[src/rtl/rf_wb_pkg.sv]
// rtl/rf_wb_pkg.sv - shared widths and load-buffer entry type for the register-file writeback block
package rf_wb_pkg;

  localparam int DEF_DATA_W = 32;
  localparam int DEF_ADDR_W = 5;
  localparam int NUM_REGS   = 2 ** DEF_ADDR_W;

  typedef struct packed {
    logic                  live;
    logic [DEF_ADDR_W-1:0] addr;
    logic [DEF_DATA_W-1:0] data;
  } lb_entry_t;

endpackage

[src/rtl/rf_wb_fifo.sv]
// rtl/rf_wb_fifo.sv - circular load buffer with squash-by-address of queued entries
module rf_wb_fifo
  import rf_wb_pkg::*;
#(
  parameter int DEPTH = 2
) (
  input  logic                  clk,
  input  logic                  rst_n,
  input  logic                  push,
  input  lb_entry_t             push_entry,
  input  logic                  pop,
  output lb_entry_t             head,
  output logic                  empty,
  output logic                  full,
  input  logic                  squash,
  input  logic [DEF_ADDR_W-1:0] squash_addr
);

  localparam int PTR_W = (DEPTH > 1) ? $clog2(DEPTH) : 1;
  localparam int CNT_W = $clog2(DEPTH + 1);
  localparam logic [PTR_W-1:0] LAST = PTR_W'(DEPTH - 1);

  lb_entry_t        mem [DEPTH];
  logic [PTR_W-1:0] rd_ptr;
  logic [PTR_W-1:0] wr_ptr;
  logic [CNT_W-1:0] count;
  lb_entry_t        wr_entry;

  function automatic logic [PTR_W-1:0] next_ptr(input logic [PTR_W-1:0] p);
    return (p == LAST) ? '0 : p + 1'b1;
  endfunction

  // An entry pushed in the same cycle as a matching ALU write is already stale.
  always_comb begin
    wr_entry = push_entry;
    if (squash && push_entry.addr == squash_addr) wr_entry.live = 1'b0;
  end

  always_ff @(posedge clk) begin
    if (!rst_n) begin
      rd_ptr <= '0;
      wr_ptr <= '0;
      count  <= '0;
    end else begin
      for (int i = 0; i < DEPTH; i++) begin
        if (squash && mem[i].addr == squash_addr) mem[i].live <= 1'b0;
      end
      if (push) begin
        mem[wr_ptr] <= wr_entry;
        wr_ptr      <= next_ptr(wr_ptr);
      end
      if (pop) rd_ptr <= next_ptr(rd_ptr);
      case ({push, pop})
        2'b10:   count <= count + 1'b1;
        2'b01:   count <= count - 1'b1;
        default: count <= count;
      endcase
    end
  end

  assign head  = mem[rd_ptr];
  assign empty = (count == '0);
  assign full  = (count == CNT_W'(DEPTH));

endmodule

[src/rtl/rf_writeback.sv]
// rtl/rf_writeback.sv - ALU/load write-port arbiter; optional busy scoreboard under RF_WB_SCOREBOARD_EN
module rf_writeback
  import rf_wb_pkg::*;
#(
  parameter int DATA_W   = DEF_DATA_W,
  parameter int ADDR_W   = DEF_ADDR_W,
  parameter int LB_DEPTH = 2
) (
  input  logic                 clk,
  input  logic                 rst_n,
  input  logic                 alu_valid,
  input  logic [ADDR_W-1:0]    alu_addr,
  input  logic [DATA_W-1:0]    alu_data,
  input  logic                 ld_valid,
  output logic                 ld_ready,
  input  logic [ADDR_W-1:0]    ld_addr,
  input  logic [DATA_W-1:0]    ld_data,
  input  logic                 issue_ld,
  input  logic [ADDR_W-1:0]    issue_addr,
  output logic                 rf_w_ena,
  output logic [ADDR_W-1:0]    rf_w_addr,
  output logic [DATA_W-1:0]    rf_w_data,
  output logic [2**ADDR_W-1:0] busy_vec,
  output logic                 lb_empty
);

  logic      lb_full;
  logic      lb_push;
  logic      lb_pop;
  logic      alu_wr;
  lb_entry_t push_entry;
  lb_entry_t head;

  assign ld_ready   = !lb_full && rst_n;
  assign lb_push    = ld_valid && ld_ready;
  assign lb_pop     = !alu_valid && !lb_empty;
  assign alu_wr     = alu_valid && (alu_addr != '0);
  assign push_entry = '{live: 1'b1, addr: ld_addr, data: ld_data};

  rf_wb_fifo #(.DEPTH(LB_DEPTH)) u_fifo (
    .clk         (clk),
    .rst_n       (rst_n),
    .push        (lb_push),
    .push_entry  (push_entry),
    .pop         (lb_pop),
    .head        (head),
    .empty       (lb_empty),
    .full        (lb_full),
    .squash      (alu_wr),
    .squash_addr (alu_addr)
  );

  // Dropped writes (reg 0, dead head, idle) leave addr/data untouched.
  always_ff @(posedge clk) begin
    if (!rst_n) begin
      rf_w_ena  <= 1'b0;
      rf_w_addr <= '0;
      rf_w_data <= '0;
    end else if (alu_wr) begin
      rf_w_ena  <= 1'b1;
      rf_w_addr <= alu_addr;
      rf_w_data <= alu_data;
    end else if (lb_pop && head.live && head.addr != '0) begin
      rf_w_ena  <= 1'b1;
      rf_w_addr <= head.addr;
      rf_w_data <= head.data;
    end else begin
      rf_w_ena  <= 1'b0;
    end
  end

`ifdef RF_WB_SCOREBOARD_EN
  logic [2**ADDR_W-1:0] busy_q;

  // The set is written last so a same-cycle re-issue keeps the bit high.
  always_ff @(posedge clk) begin
    if (!rst_n) begin
      busy_q <= '0;
    end else begin
      if (lb_pop && head.addr != '0) busy_q[head.addr] <= 1'b0;
      if (issue_ld && issue_addr != '0) busy_q[issue_addr] <= 1'b1;
    end
  end

  assign busy_vec = busy_q;
`else
  logic unused_issue;
  assign unused_issue = ^{issue_ld, issue_addr};
  assign busy_vec     = '0;
`endif

endmodule

[config.mk]
export PLATFORM = sky130hd
export DESIGN_NAME = rf_writeback
export DESIGN_NICKNAME = d
export VERILOG_FILES = /design/src/rtl/rf_wb_pkg.sv /design/src/rtl/rf_wb_fifo.sv /design/src/rtl/rf_writeback.sv
export SDC_FILE = /design/constraint.sdc
export NUM_CORES = 1
export LEC_CHECK = 0
export CAP_MARGIN = 20
export CORE_MARGIN = 5
export CORE_UTILIZATION = 26
export DETAILED_ROUTE_END_ITERATION = 10
export PLACE_DENSITY = 0.57
export RECOVER_POWER = 100
export SLEW_MARGIN = 20
export SYNTH_ARGS = -nofsm -noshare
export SYNTH_HDL_FRONTEND = slang
export SYNTH_SLANG_ARGS = --single-unit
[constraint.sdc]
create_clock -name clk -period 2.7 [get_ports clk]
set_clock_uncertainty 0.2 [all_clocks]
set_input_delay 0.54 -clock clk [delete_from_list [all_inputs] [get_ports clk]]
set_output_delay 0.54 -clock clk [all_outputs]
set_load 0.03 [all_outputs]
==> summary.txt <==
Die
  – Die height: 153.7 um
  – Site Rows: 52
  – Chip width: 153.7 um
  – Core area: 20300 sq um
  – Initial Util: 0.2643
  – Die area: 23610 sq um
  – Io pins: 156

Drt
  – Via count: 3719
  – Final wirelength: 13.90 mm
  – Drt pass-1 iters: 4
  – 1st-iter DRT viols: 181
  – DR vias/cell: 4.433
  – DR WL/cell: 16.57 um
  – Antenna-violating nets left: 0
  – # DRC: 0

Global routing
  – Gr usage total: 0.1190
  – Pin count of the biggest net entering global routing: 57
  – Initial antenna violation count: 1
  – Vias in the first global route: 3881
  – Total gr overflow: 0
  – First-pass GRT wire length: 21.76 mm

Worst hold path
  – Hold_sp: rf_w_data[29]
  – WHS Path Cells: 2
  – WHS Endpoint: rf_w_data[29]
  – Hold/Removal Path Class: flip-flop to flip-flop

Critical path
  – Worst EP required: 2.83 ns
  – CP max FO: 9
  – FF-to-FF End: u_fifo.mem[1][35]
  – Kind of critical path: primary input to flip-flop
  – Worst EP arrival: 2.70 ns
  – R2R cell count: 4
  – Startpoint Class: primary input
  – Setup crit end kind: flip-flop
  – Reg2reg start: u_fifo.count[0]
  – FF-to-FF setup slack: 0.31 ns

Clock network
  – Post-cts repair resize count: 0
  – H-tree depth: 4
  – CTS max path bufs: 2
  – # Post-CTS Setup Buffers: 0
  – Clock slew at reported path FFs: 0.05 ns
  – Worst skew pair latency: 0.41 ns
  – CTS Buf Count: 17
  – CTS tree: yes
  – Number of hold buffers added after cts: 0
  – Clock sink total: 119
  – CTS root buf: clkbuf_16

Timing
  – Worst hold slack: 0.2541 ns
  – Final min period: 2.567 ns
  – Final hold violations: 0
  – RSZ-0062 raised after global routing: no
  – Pins Over Slew Limit: 0
  – Setup violators final: 0
  – Period utilization: 0.9509
  – Rel. slew slack: 0.3224
  – Setup slack after layout: 0.1327 ns
  – Worst Tran Pin Value: 1.016 ns
  – Maximum clock frequency: 389.5 MHz

Placed design
  – # port buffers: 117
  – Routability congestion estimate: 0.8682
  – Post-DP HPWL: 9.818 mm
  – DP Area: 6833 sq um
  – Pre-CTS worst setup slack: -0.09040 ns

Synth
  – Cell Area, Synth: 5365 sq um
  – Seq/Total Area, Yosys: 0.5858
  – Synth Area per Inst: 12.45 sq um
  – Share of flip-flops with an asynchronous set or reset: 0
  – Number of synthesized flops with an enable pin: 76
  – Post-synthesis register bit count: 119
  – Predominant post-synthesis flop cell: edfxtp_1
  – Post-synthesis cell count: 431
  – Warning count from the yosys run: 0
  – Library cells used by synthesis: 37

Final layout
  – Share of layout cells above drive strength 1: 0.1002
  – Nets: 641
  – Finished layout cell area: 7355 sq um
  – Commonest non-fill, non-tap cell in the layout: dlygate4sd3_1
  – Commonest non-fill, non-tap cells in the layout: dlygate4sd3_1 (79), edfxtp_1 (76), mux2i_1 (71)
  – Antenna cells: 0
  – Area growth syn-to-layout: 37.08%

Power
  – Pwr/cell area: 779.5 nW/um^2
  – Sw Ratio: 0.2840
  – Pint: 4.105 mW
  – Psw: 1.628 mW
  – Leakage: 2.699 nW
  – Peak supply drop: 383.0 uV
  – Comb pwr share: 0.223
  – Reg power frac: 0.391
  – Clock power share: 0.385

Run
  – Max_cap viols: 0

Outcome
  – Status: completed
[sequential cells by signal (all words and copies together), names as in the netlist, named ones only]
register,count
rf_w_addr,5
rf_w_data,32
rf_w_ena,1
u_fifo.count,2
u_fifo.mem,76
u_fifo.rd_ptr,1
u_fifo.wr_ptr,1
[how the worst max path moves through the flow]
stage                       endpoint  depth (start not counted)            start
finish                 rf_w_data[25]                          6      alu_addr[1]
global placement       rf_w_data[21]                          6      alu_addr[1]
detailed placement      rf_w_data[4]                          6      alu_addr[1]
global route           rf_w_data[23]                          6      alu_addr[1]
floorplan           u_fifo.mem[0][0]                          4            rst_n
CTS                         lb_empty                          2  u_fifo.count[0]
[through the flow]
| stage | util | total power, mW | TNS [ns] | std cells |
|---|---|---|---|---|
| final | 0.3623 | 5.733 | 0 | 839 |
| after global routing | 0.3623 | 6.007 | 0 | 839 |
| after CTS | 0.3652 | 5.876 | 0 | 839 |
| after detailed placement | 0.3366 | 3.652 | -2.126 | 807 |
| after global placement | 0.3366 | 3.616 | -0.6281 | 807 |
| after floorplan | - | 3.153 | 0 | 462 |
[cell type report]
type                            count  area [sq um]
Sequential cell                   119          3144
Timing Repair Buffer              140          1364
Inverter                            4         15.01
Multi-Input combinational cell    274          1913
Fill cell                        1972         12940
Clock inverter                      8         98.84
Tap cell                          270         337.8
Clock buffer                       24         481.7
[power by group through the flow]
stage / Clock [mW] / Sequential (mW) / Combinational (mW)
2_1_floorplan: 0 / 2.40 / 0.754
3_3_place_gp: 0 / 2.28 / 1.34
3_5_place_dp: 0 / 2.29 / 1.37
4_1_cts: 2.26 / 2.25 / 1.37
5_1_grt: 2.36 / 2.26 / 1.38
6_report: 2.21 / 2.24 / 1.28
[cell families after synthesis]
group                    Yosys count  share of synthesized area
flip-flops                       119                     0.5858
AND/OR/NAND/NOR                   97                    0.08396
other                              1                  0.0006990
adder cells (fa/ha/maj)            1                   0.002332
buffers and inverters             69                    0.08232
XOR/XNOR                          18                    0.02938
AO/OA/AOI/OAI                     52                    0.07672
multiplexers                      74                     0.1388
[synth_stat cells, types with 7 or more instances]
| cell | count | area [sq um] |
|---|---|---|
| buf_2 | 9 | 45.04 |
| o211ai_1 | 36 | 270.3 |
| nand3_1 | 39 | 195.2 |
| xnor2_1 | 11 | 96.34 |
| mux2i_1 | 71 | 710.7 |
| xor2_1 | 7 | 61.31 |
| buf_4 | 33 | 247.7 |
| edfxtp_1 | 76 | 2282 |
| dfxtp_1 | 43 | 860.8 |
| nand2_1 | 42 | 157.7 |
| clkbuf_1 | 19 | 71.32 |
[critical path, cell delays in order]
cell and delay [ns]:
dlygate4sd3_1 0.59, or4_1 0.56, o21a_1 0.23, a31oi_4 0.19
clkbuf_2 0.35, mux2i_1 0.23
[routing by layer]
metal	routed length (um)	vias to the layer above	global-route usage
li1	-	1770	-
met1	5802	1791	0.1429
met2	6935	144	0.2014
met3	992	12	0.03654
met4	160	2	0.04373
met5	13	-	0
Power figures use the tool's default switching activity.
